$ cat src/rtl/uart_pkg.sv
// Shared UART types: TX/RX state encodings and the FIFO pointer-width helper.
// UART_PARITE_EN adds the PARITE state to both FSMs.
package uart_pkg;

    typedef enum logic [2:0] {
        TX_BOSTA  = 3'd0,
        TX_BASLA  = 3'd1,
        TX_VERI   = 3'd2,
`ifdef UART_PARITE_EN
        TX_PARITE = 3'd3,
`endif
        TX_DUR    = 3'd4
    } tx_durum_t;

    typedef enum logic [2:0] {
        RX_BOSTA  = 3'd0,
        RX_BASLA  = 3'd1,
        RX_VERI   = 3'd2,
`ifdef UART_PARITE_EN
        RX_PARITE = 3'd3,
`endif
        RX_DUR    = 3'd4,
        RX_BEKLE  = 3'd5
    } rx_durum_t;

    function automatic int isaretci_genislik(input int derinlik);
        return (derinlik > 1) ? $clog2(derinlik) : 1;
    endfunction

endpackage

$ cat src/rtl/uart_rx_fifo.sv
// RX word FIFO: storage, wrapping pointers, occupancy count and overflow pulse.
// Same behaviour with or without UART_PARITE_EN.
module uart_rx_fifo
    import uart_pkg::*;
#(
    parameter int VERI_BIT      = 8,
    parameter int FIFO_DERINLIK = 16
) (
    input  logic                                i_saat,
    input  logic                                i_sifirla,
    input  logic                                i_yaz,
    input  logic [VERI_BIT-1:0]                 i_yaz_veri,
    input  logic                                i_oku,
    output logic [VERI_BIT-1:0]                 o_bas_veri,
    output logic                                o_gecerli,
    output logic [$clog2(FIFO_DERINLIK):0]      o_sayac,
    output logic                                o_tasma
);
    localparam int AW = isaretci_genislik(FIFO_DERINLIK);

    logic [VERI_BIT-1:0] r_bellek [FIFO_DERINLIK];
    logic [AW-1:0]       r_oku_ptr;
    logic [AW-1:0]       r_yaz_ptr;
    logic [AW:0]         r_sayac;
    logic                r_tasma;
    logic                w_bos;
    logic                w_dolu;
    logic                w_pop;
    logic                w_push;

    assign w_bos  = (r_sayac == '0);
    assign w_dolu = (r_sayac == (AW+1)'(FIFO_DERINLIK));
    assign w_pop  = i_oku && !w_bos;
    // A pop in the same cycle frees the slot, so a full FIFO still accepts the push.
    assign w_push = i_yaz && (!w_dolu || w_pop);

    always_ff @(posedge i_saat) begin
        if (i_sifirla) begin
            r_oku_ptr <= '0;
            r_yaz_ptr <= '0;
            r_sayac   <= '0;
            r_tasma   <= 1'b0;
            for (int unsigned i = 0; i < FIFO_DERINLIK; i++) begin
                r_bellek[i] <= '0;
            end
        end else begin
            r_tasma <= i_yaz && w_dolu && !w_pop;
            if (w_push) begin
                r_bellek[r_yaz_ptr] <= i_yaz_veri;
                r_yaz_ptr           <= r_yaz_ptr + 1'b1;
            end
            if (w_pop) begin
                r_oku_ptr <= r_oku_ptr + 1'b1;
            end
            case ({w_push, w_pop})
                2'b10:   r_sayac <= r_sayac + 1'b1;
                2'b01:   r_sayac <= r_sayac - 1'b1;
                default: r_sayac <= r_sayac;
            endcase
        end
    end

    assign o_bas_veri = r_bellek[r_oku_ptr];
    assign o_gecerli  = !w_bos;
    assign o_sayac    = r_sayac;
    assign o_tasma    = r_tasma;

endmodule

$ cat src/rtl/seri_uart_cekirdek.sv
// Parametrised UART transceiver: handshake TX, oversampled RX feeding a word FIFO.
// Define UART_PARITE_EN for an even-parity bit on both directions.
module seri_uart_cekirdek
    import uart_pkg::*;
#(
    parameter int BAUD_BOLME    = 326,
    parameter int ORNEKLEME     = 16,
    parameter int VERI_BIT      = 8,
    parameter int FIFO_DERINLIK = 16
) (
    input  logic                            saatDarbesi,
    input  logic                            sifirlama,
    input  logic                            gelenVeri,
    output logic                            gidenVeri,
    input  logic [VERI_BIT-1:0]             txVeri,
    input  logic                            txGecerli,
    output logic                            txHazir,
    output logic [VERI_BIT-1:0]             rxVeri,
    output logic                            rxGecerli,
    input  logic                            rxOku,
    output logic [$clog2(FIFO_DERINLIK):0]  rxSayac,
    output logic                            cerceveHata,
    output logic                            tasmaHata,
    output logic                            pariteHata
);
    localparam int BIT_SURE = BAUD_BOLME * ORNEKLEME;
    localparam int SW = $clog2(BIT_SURE);
    localparam int BW = $clog2(VERI_BIT);
    localparam int DW = (BAUD_BOLME > 1) ? $clog2(BAUD_BOLME) : 1;
    localparam int TW = $clog2(ORNEKLEME);

    tx_durum_t           r_tx_durum;
    logic [SW-1:0]       r_tx_sayac;
    logic [BW-1:0]       r_tx_bit;
    logic [VERI_BIT-1:0] r_tx_kaydirma;
    logic                r_tx_cikis;
    logic                w_tx_bit_son;
`ifdef UART_PARITE_EN
    logic                r_tx_parite;
`endif

    assign w_tx_bit_son = (r_tx_sayac == SW'(BIT_SURE - 1));

    always_ff @(posedge saatDarbesi) begin
        if (sifirlama) begin
            r_tx_durum    <= TX_BOSTA;
            r_tx_sayac    <= '0;
            r_tx_bit      <= '0;
            r_tx_kaydirma <= '0;
            r_tx_cikis    <= 1'b1;
`ifdef UART_PARITE_EN
            r_tx_parite   <= 1'b0;
`endif
        end else begin
            r_tx_sayac <= w_tx_bit_son ? '0 : r_tx_sayac + 1'b1;
            case (r_tx_durum)
                TX_BOSTA: begin
                    r_tx_sayac <= '0;
                    if (txGecerli) begin
                        r_tx_kaydirma <= txVeri;
                        r_tx_bit      <= '0;
                        r_tx_cikis    <= 1'b0;
                        r_tx_durum    <= TX_BASLA;
`ifdef UART_PARITE_EN
                        r_tx_parite   <= ^txVeri;
`endif
                    end
                end
                TX_BASLA: if (w_tx_bit_son) begin
                    r_tx_cikis <= r_tx_kaydirma[0];
                    r_tx_durum <= TX_VERI;
                end
                TX_VERI: if (w_tx_bit_son) begin
                    if (r_tx_bit == BW'(VERI_BIT - 1)) begin
`ifdef UART_PARITE_EN
                        r_tx_cikis <= r_tx_parite;
                        r_tx_durum <= TX_PARITE;
`else
                        r_tx_cikis <= 1'b1;
                        r_tx_durum <= TX_DUR;
`endif
                    end else begin
                        r_tx_bit      <= r_tx_bit + 1'b1;
                        r_tx_cikis    <= r_tx_kaydirma[1];
                        r_tx_kaydirma <= r_tx_kaydirma >> 1;
                    end
                end
`ifdef UART_PARITE_EN
                TX_PARITE: if (w_tx_bit_son) begin
                    r_tx_cikis <= 1'b1;
                    r_tx_durum <= TX_DUR;
                end
`endif
                TX_DUR: if (w_tx_bit_son) r_tx_durum <= TX_BOSTA;
                default: r_tx_durum <= TX_BOSTA;
            endcase
        end
    end

    assign gidenVeri = r_tx_cikis;
    assign txHazir   = (r_tx_durum == TX_BOSTA);

    rx_durum_t           r_rx_durum;
    logic                r_senk1;
    logic                r_senk2;
    logic [DW-1:0]       r_rx_bolme;
    logic [TW-1:0]       r_rx_tik;
    logic [BW-1:0]       r_rx_bit;
    logic [VERI_BIT-1:0] r_rx_kaydirma;
    logic                r_cerceve_hata;
    logic                w_tik;
    logic                w_ornek;
    logic                w_parite_tamam;
    logic                w_yaz;
`ifdef UART_PARITE_EN
    logic                r_rx_parite;
    logic                r_parite_hata;
    assign w_parite_tamam = ~^{r_rx_kaydirma, r_rx_parite};
`else
    assign w_parite_tamam = 1'b1;
`endif

    assign w_tik   = (r_rx_bolme == DW'(BAUD_BOLME - 1));
    // Mid-bit sampling point: ORNEKLEME ticks after the previous sample.
    assign w_ornek = w_tik && (r_rx_tik == TW'(ORNEKLEME - 1));
    assign w_yaz   = (r_rx_durum == RX_DUR) && w_ornek && r_senk2 && w_parite_tamam;

    always_ff @(posedge saatDarbesi) begin
        if (sifirlama) begin
            r_senk1        <= 1'b1;
            r_senk2        <= 1'b1;
            r_rx_bolme     <= '0;
            r_rx_durum     <= RX_BOSTA;
            r_rx_tik       <= '0;
            r_rx_bit       <= '0;
            r_rx_kaydirma  <= '0;
            r_cerceve_hata <= 1'b0;
`ifdef UART_PARITE_EN
            r_rx_parite    <= 1'b0;
            r_parite_hata  <= 1'b0;
`endif
        end else begin
            r_senk1        <= gelenVeri;
            r_senk2        <= r_senk1;
            r_rx_bolme     <= w_tik ? '0 : r_rx_bolme + 1'b1;
            r_cerceve_hata <= 1'b0;
`ifdef UART_PARITE_EN
            r_parite_hata  <= 1'b0;
`endif
            if (w_tik) begin
                r_rx_tik <= (r_rx_tik == TW'(ORNEKLEME - 1)) ? '0 : r_rx_tik + 1'b1;
                case (r_rx_durum)
                    RX_BOSTA: begin
                        r_rx_tik <= '0;
                        if (!r_senk2) r_rx_durum <= RX_BASLA;
                    end
                    RX_BASLA: if (r_rx_tik == TW'(ORNEKLEME / 2 - 1)) begin
                        r_rx_tik   <= '0;
                        r_rx_bit   <= '0;
                        r_rx_durum <= r_senk2 ? RX_BOSTA : RX_VERI;
                    end
                    RX_VERI: if (w_ornek) begin
                        r_rx_kaydirma <= {r_senk2, r_rx_kaydirma[VERI_BIT-1:1]};
                        if (r_rx_bit == BW'(VERI_BIT - 1)) begin
`ifdef UART_PARITE_EN
                            r_rx_durum <= RX_PARITE;
`else
                            r_rx_durum <= RX_DUR;
`endif
                        end else begin
                            r_rx_bit <= r_rx_bit + 1'b1;
                        end
                    end
`ifdef UART_PARITE_EN
                    RX_PARITE: if (w_ornek) begin
                        r_rx_parite <= r_senk2;
                        r_rx_durum  <= RX_DUR;
                    end
`endif
                    RX_DUR: if (w_ornek) begin
`ifdef UART_PARITE_EN
                        r_parite_hata <= !w_parite_tamam;
`endif
                        if (r_senk2) begin
                            r_rx_durum <= RX_BOSTA;
                        end else begin
                            r_cerceve_hata <= 1'b1;
                            r_rx_durum     <= RX_BEKLE;
                        end
                    end
                    RX_BEKLE: begin
                        r_rx_tik <= '0;
                        if (r_senk2) r_rx_durum <= RX_BOSTA;
                    end
                    default: r_rx_durum <= RX_BOSTA;
                endcase
            end
        end
    end

    assign cerceveHata = r_cerceve_hata;
`ifdef UART_PARITE_EN
    assign pariteHata  = r_parite_hata;
`else
    assign pariteHata  = 1'b0;
`endif

    uart_rx_fifo #(
        .VERI_BIT      (VERI_BIT),
        .FIFO_DERINLIK (FIFO_DERINLIK)
    ) u_rx_fifo (
        .i_saat     (saatDarbesi),
        .i_sifirla  (sifirlama),
        .i_yaz      (w_yaz),
        .i_yaz_veri (r_rx_kaydirma),
        .i_oku      (rxOku),
        .o_bas_veri (rxVeri),
        .o_gecerli  (rxGecerli),
        .o_sayac    (rxSayac),
        .o_tasma    (tasmaHata)
    );

endmodule

$ cat config.mk
export PLATFORM = sky130hd
export DESIGN_NAME = seri_uart_cekirdek
export DESIGN_NICKNAME = d
export VERILOG_FILES = /design/src/rtl/uart_pkg.sv /design/src/rtl/uart_rx_fifo.sv /design/src/rtl/seri_uart_cekirdek.sv
export SDC_FILE = /design/constraint.sdc
export NUM_CORES = 1
export LEC_CHECK = 0
export ABC_AREA = 1
export BUFFER_PORTS_ARGS = -buffer_cell sky130_fd_sc_hd__buf_2
export CORE_ASPECT_RATIO = 1.2
export CORE_UTILIZATION = 35
export CTS_BUF_LIST = sky130_fd_sc_hd__clkbuf_16
export CTS_CLUSTER_DIAMETER = 60
export DETAILED_ROUTE_END_ITERATION = 6
export REMOVE_ABC_BUFFERS = 1
export SLEW_MARGIN = 20
export SYNTH_ARGS = -nofsm -noshare
export SYNTH_HDL_FRONTEND = slang
export SYNTH_SLANG_ARGS = --single-unit
$ cat constraint.sdc
create_clock -name saatDarbesi -period 4.3 [get_ports saatDarbesi]
set_input_delay 0.86 -clock saatDarbesi [delete_from_list [all_inputs] [get_ports saatDarbesi]]
set_output_delay 0.86 -clock saatDarbesi [all_outputs]
set_load 0.005 [all_outputs]
==> results of run 1 <==
==> layout make-up <==
| cell class | instances | area [µm²] | share of cell area, % |
|---|---|---|---|
| timing repair buffer | 34 | 180 | 1.71 |
| clock buffer | 24 | 601 | 5.69 |
| sequential | 204 | 5370 | 50.9 |
| inverter | 84 | 315 | 2.99 |
| clock inverter | 17 | 101 | 0.960 |
| multi-input combinational | 699 | 3570 | 33.8 |
| tap | 335 | 419 | 3.97 |
==> sequential cells by signal, indices dropped and copies added (netlist names), named ones only <==
signal / flops
r_rx_bolme: 9
gidenVeri: 1
r_tx_sayac: 13
cerceveHata: 1
u_rx_fifo.o_tasma: 1
r_tx_bit: 3
u_rx_fifo.r_oku_ptr: 4
r_rx_tik: 4
r_tx_kaydirma: 8
r_rx_kaydirma: 8
u_rx_fifo.r_yaz_ptr: 4
r_rx_bit: 3
r_rx_durum: 3
r_tx_durum: 3
r_senk2: 1
u_rx_fifo.r_bellek: 128
r_senk1: 1
u_rx_fifo.o_sayac: 5
==> critical path, stage by stage (launching register included) <==
cell and delay, ps:
dfxtp_1 300, buf_4 210, inv_1 610, o21ai_0 230, o221ai_1 380, nand3_1 110, nand2_1 100, buf_2 110
==> per-stage QoR <==
step / setup WS, ps / power (mW)
floorplan: 1050 / 2.30
global route: 603 / 4.28
global placement: 1420 / 2.36
detailed placement: 1370 / 2.36
finish: 870 / 4.14
CTS: 883 / 4.18
==> layer usage <==
metal  vias to the layer above  share of wire, %  GRT usage (%)
li1                       3514                 -              -
met1                      3266                43           20.7
met2                       217                48           28.4
met3                        49               6.4           2.86
met4                         0               2.9           6.24
met5                         -                 0              0
==> where the power goes <==
part / total [mW] / switching (mW) / internal [mW]
registers: 2.18 / 0.0295 / 2.15
clock network: 1.83 / 0.761 / 1.07
logic: 0.136 / 0.0956 / 0.0408
total: 4.14 / 0.886 / 3.26
==> cell usage in the layout (no fill, tap or decap), types with 4 or more instances in the layout <==
cell and count:
nor2_1 265, nand2_1 132, edfxtp_1 128, o21ai_0 95, dfxtp_1 75, inv_1 72, nand3_1 32, buf_2 30
a21oi_1 29, o221ai_1 25, clkbuf_16 24, clkinv_1 17, ha_1 17, nor2_2 12, nand3_4 11, nand4_1 11
nor3_1 10, xor2_1 9, o211ai_1 8, nand3_2 8, o22ai_1 7, clkinv_2 5, nor2_4 4, inv_2 4
nand2_2 4, buf_4 4
==> worst paths after layout <==
kind,endpoint,slack [ps],depth (start not counted)
max,rxVeri[1],870,7
min,r_senk2$_SDFF_PP1_,410,1
max reg2reg,u_rx_fifo.r_bellek[2][7]$_SDFFCE_PN0P_,1510,9
min reg2reg,r_senk2$_SDFF_PP1_,410,1
==> cells by family (layout without fill, tap and decap cells) <==
| logic type | after synthesis | count (layout) | synth area share (%) |
|---|---|---|---|
| AND/OR/NAND/NOR | 499 | 499 | 23.9 |
| flip-flops | 204 | 204 | 56.8 |
| AO/OA/AOI/OAI | 171 | 171 | 10.6 |
| buffers and inverters | 128 | 159 | 5.40 |
| adder cells (fa/ha/maj) | 17 | 17 | 2.25 |
| XOR/XNOR | 11 | 11 | 1.02 |
| other | 1 | 1 | 0.0397 |
==> flow_metrics.py, run 1 <==
metrics = {
    "floorplan": {
        "row_count": 65,
        "start_util_pct": 35.7,
        "dieArea_mm2": 0.0276,
        "core_region_area_mm2": 0.0264,
        "io_pins": 32,
        "die_y_um": 182,
        "die_w_um": 152,
    },
    "cts": {
        "cts_tree": "built",
        "root_buffer": "clkbuf_16",
        "max-clock-path-buffers": 3,
        "clock-sinks": 204,
        "post_cts_resized": 0,
        "cts_buffers": 23,
        "htreeDepth": 1,
        "cts.hold.buffers_added": 0,
        "post_cts_buffers": 0,
        "cts.clk_slew.worst_paths_ps": 60,
        "insertion_delay_ps": 500,
    },
    "sta": {
        "final.setup.tns_ps": 0,
        "holdWs_ps": 413,
        "fmax_mhz": 292,
        "setup_violations": 0,
        "fin_crit_sh_pct": 79.8,
        "finalHoldViolCount": 0,
        "tightest_slew_ps": 939,
        "relSlewSlack_pct": 37.3,
        "drv_slew": 0,
        "rsz0062_at_grt": "no",
        "post-route-min-period_ps": 3430,
        "finClkSkew_ps": 12.5,
    },
    "min_path": {
        "hp-class": "reg -> reg",
        "hold_path_startpoint": "r_senk1$_SDFF_PP1_",
    },
    "yosys": {
        "synth_warnings": 0,
        "yosys.cell_count.top_type": "nor2_1",
        "synth_area_per_cell_um2": 9.16,
        "ys_seq_area_share_pct": 56.8,
        "ys.flop_type": "edfxtp_1",
        "synth_cells": 1031,
        "yosys.cell_types.count": 40,
        "synth_area_mm2": 0.00945,
        "synthArstFlopShare_pct": 0,
        "yosysTopAreaCell": "edfxtp_1",
        "synth_top_area_share_pct": 40.7,
        "synthTopCellsByArea": "edfxtp_1 (41%), dfxtp_1 (16%), nor2_1 (11%)",
        "synth_top_cells_by_count": "nor2_1 (265), nand2_1 (132), edfxtp_1 (128)",
        "yosys_register_bits": 204,
        "synth_edf_count": 128,
    },
    "place": {
        "hpwl_um": 15100,
        "placement.io_buffers": 30,
        "place_area_mm2": 0.00985,
        "place_inst": 1356,
        "gp_congestion": 0.841,
    },
    "setup_path": {
        "critical_path.endpoint_type": "primary output",
        "r2r-start": "r_rx_tik[1]$_SDFFE_PP0N_",
        "critPathArrivalTime_ps": 2570,
        "cp_max_fo": 33,
        "critPathKind": "reg -> out",
        "cp.required_ps": 3440,
        "cp-start-kind": "flop",
    },
    "layout": {
        "fin_nets": 1076,
        "num_antenna_cells": 0,
        "layout-drive-gt1-share_pct": 10.7,
        "postLayoutCoreUtil_pct": 39.9,
        "area_growth_pct": 11.7,
        "num-fill-cells": 2583,
        "final_area_mm2": 0.0106,
        "fin_cells": 1397,
    },
    "status": {
        "failed_checks": "design-rule violations",
        "status": "finished, violations left",
    },
    "routing": {
        "drc": 2,
        "via_per_inst": 5.04,
        "ant_nets": 0,
        "drtPass1Iterations": 7,
        "vias": 7046,
        "wl_per_cell_um": 16.2,
        "wl_um": 22600,
        "drt_iter0_markers": 427,
    },
    "global_routing": {
        "overflow": 0,
        "grt_pass1_vias": 6786,
        "grt_max_degree": 65,
        "grtUsageTotal_pct": 16.5,
        "antenna_found_initial": 0,
        "grt_pass1_wl_um": 35700,
    },
    "run": {
        "cap_viol_max_count": 0,
    },
    "power_and_ir_drop": {
        "vdd_drop_max_uv": 236,
        "leakage_nw": 3.81,
        "p_per_area_mw_per_mm2": 393,
    },
}
(Power assumes the default switching activity.)
==> inputs of run 2 (changes only) <==
- clock period: 4.3 -> 3.5 ns (I/O delays scaled with it)
==> flow_metrics.py, run 2 (synthesized netlist as in run 1, its figures left out) <==
metrics = {
    "power_and_ir_drop": {
        "power_mw": 5.28,
        "vdd_drop_max_uv": 326,
        "leakage_nw": 3.84,
        "p_per_area_mw_per_mm2": 496,
    },
    "layout": {
        "reg_top3": "u_rx_fifo.r_bellek x128, r_tx_sayac x13, r_rx_bolme x9",
        "seq_area_mm2": 0.00537,
        "area_growth_pct": 12.9,
        "largest_reg_flops": 128,
        "layout-drive-gt1-share_pct": 11.5,
        "layout_commonest_cell": "nor2_1",
        "layout_common_cells": "nor2_1 (265), nand2_1 (132), edfxtp_1 (128)",
        "num-fill-cells": 2587,
        "multiInputGateArea_mm2": 0.00357,
        "num_antenna_cells": 0,
        "regMostFlops": "u_rx_fifo.r_bellek",
        "fin_nets": 1079,
        "final_area_mm2": 0.0107,
    },
    "routing": {
        "via_per_inst": 5.06,
        "wl_per_cell_um": 15.7,
        "drt_iter0_markers": 504,
        "drc": 2,
        "drtPass1Iterations": 7,
        "vias": 7068,
        "wl_um": 22000,
        "ant_nets": 0,
    },
    "status": {
        "failed_checks": "design-rule violations",
        "status": "finished, violations left",
    },
    "cts": {
        "root_buffer": "clkbuf_16",
        "max-clock-path-buffers": 3,
        "post_cts_buffers": 0,
        "post_cts_resized": 0,
        "cts_tree": "built",
        "cts.hold.buffers_added": 0,
        "clock-sinks": 204,
        "cts.clk_slew.worst_paths_ps": 60,
        "insertion_delay_ps": 500,
        "cts_buffers": 22,
        "htreeDepth": 1,
    },
    "global_routing": {
        "overflow": 0,
        "met3_usage_pct": 2.15,
        "grt_pass1_wl_um": 35200,
        "met2_usage_pct": 27.5,
        "grt_pass1_vias": 6842,
        "use_met1_pct": 20.2,
        "grtUsageTotal_pct": 15.9,
        "grt-busiest-layer": "met2",
        "antenna_found_initial": 0,
        "grt_max_degree": 52,
    },
    "min_path": {
        "hold_path_startpoint": "gelenVeri",
        "hold_end": "r_senk1$_SDFF_PP1_",
        "holdPathStages": 2,
        "hp-class": "in -> reg",
    },
    "place": {
        "gp_congestion": 0.823,
        "place_area_mm2": 0.00989,
        "pre_cts_ws_ps": 796,
        "hpwl_um": 14900,
        "placement.io_buffers": 30,
    },
    "sta": {
        "relSlewSlack_pct": 44.0,
        "fin_crit_sh_pct": 84.7,
        "rsz0062_at_grt": "no",
        "finClkSkew_ps": 13.6,
        "tightest_slew_ps": 837,
        "fmax_mhz": 337,
        "finalWorstSetupSlack_ps": 534,
        "finalHoldViolCount": 0,
        "holdWs_ps": 385,
        "drv_slew": 0,
        "post-route-min-period_ps": 2970,
        "final.setup.tns_ps": 0,
        "setup_violations": 0,
    },
    "floorplan": {
        "io_pins": 32,
        "start_util_pct": 35.7,
        "die_y_um": 182,
        "core_region_area_mm2": 0.0264,
        "row_count": 65,
        "die_w_um": 152,
        "dieArea_mm2": 0.0276,
    },
    "setup_path": {
        "critPathKind": "reg -> out",
        "r2r_end": "u_rx_fifo.r_bellek[10][5]$_SDFFCE_PN0P_",
        "rr_worst_depth": 10,
        "r2r-start": "r_rx_tik[0]$_SDFFE_PP0N_",
        "critical_path.endpoint_type": "primary output",
        "ff2ff_setup_slack_ps": 960,
        "critPathArrivalTime_ps": 2270,
        "cp-start-kind": "flop",
        "cp_max_fo": 17,
        "cp.required_ps": 2800,
    },
    "run": {
        "cap_viol_max_count": 0,
    },
}
-- run 2: cell count changes in the layout (fill, tap and decap cells not counted), sizes merged --
| cell | previous run | this run |
|---|---|---|
| clkinvlp | 0 | 3 |
| inv | 78 | 73 |
| clkbuf | 24 | 23 |
| buf | 34 | 38 |
| bufinv | 1 | 4 |
| clkinv | 22 | 19 |
-- run 2: metal layers --
layer	wire length (µm)	part of all wire, %
met1	9690	44
met2	10400	47
met3	1130	5.1
met4	741	3.4
met5	0	0
-- run 2: worst max-delay path by stage --
stage | to | slack [ps] | depth (start not counted)
after global routing | rxVeri[2] | 430 | 7
after floorplan | rxVeri[3] | 410 | 5
after global placement | u_rx_fifo.o_sayac[4]$_SDFFE_PP0P_ | 870 | 15
after detailed placement | u_rx_fifo.o_sayac[4]$_SDFFE_PP0P_ | 800 | 15
after CTS | rxVeri[2] | 550 | 7
final | rxVeri[2] | 530 | 7
-- run 2: cell type report --
class,instances,area share [%]
sequential,204,50.3
multi-input combinational,699,33.5
clock buffer,23,5.40
tap,335,3.93
inverter,84,2.96
timing repair buffer,38,2.09
clock inverter,15,1.80
-- run 2: power breakdown --
group,switching [mW],internal [mW]
registers,0.0332,2.64
logic,0.112,0.0501
clock network,0.952,1.49
total,1.10,4.19
-- run 2: per-stage QoR --
step | instances | utilization, %
after floorplan | 987 | -
after global placement | 1360 | 37.4
after detailed placement | 1360 | 37.4
after CTS | 1398 | 40.3
after global routing | 1398 | 40.3
final | 1398 | 40.3
-- run 2: worst max-delay path: stages (launching register included) --
cell,delay (ps)
dfxtp_1,320
inv_1,320
buf_4,280
o21ai_0,100
o221ai_1,370
nand3_1,130
nand2_1,120
buf_2,120
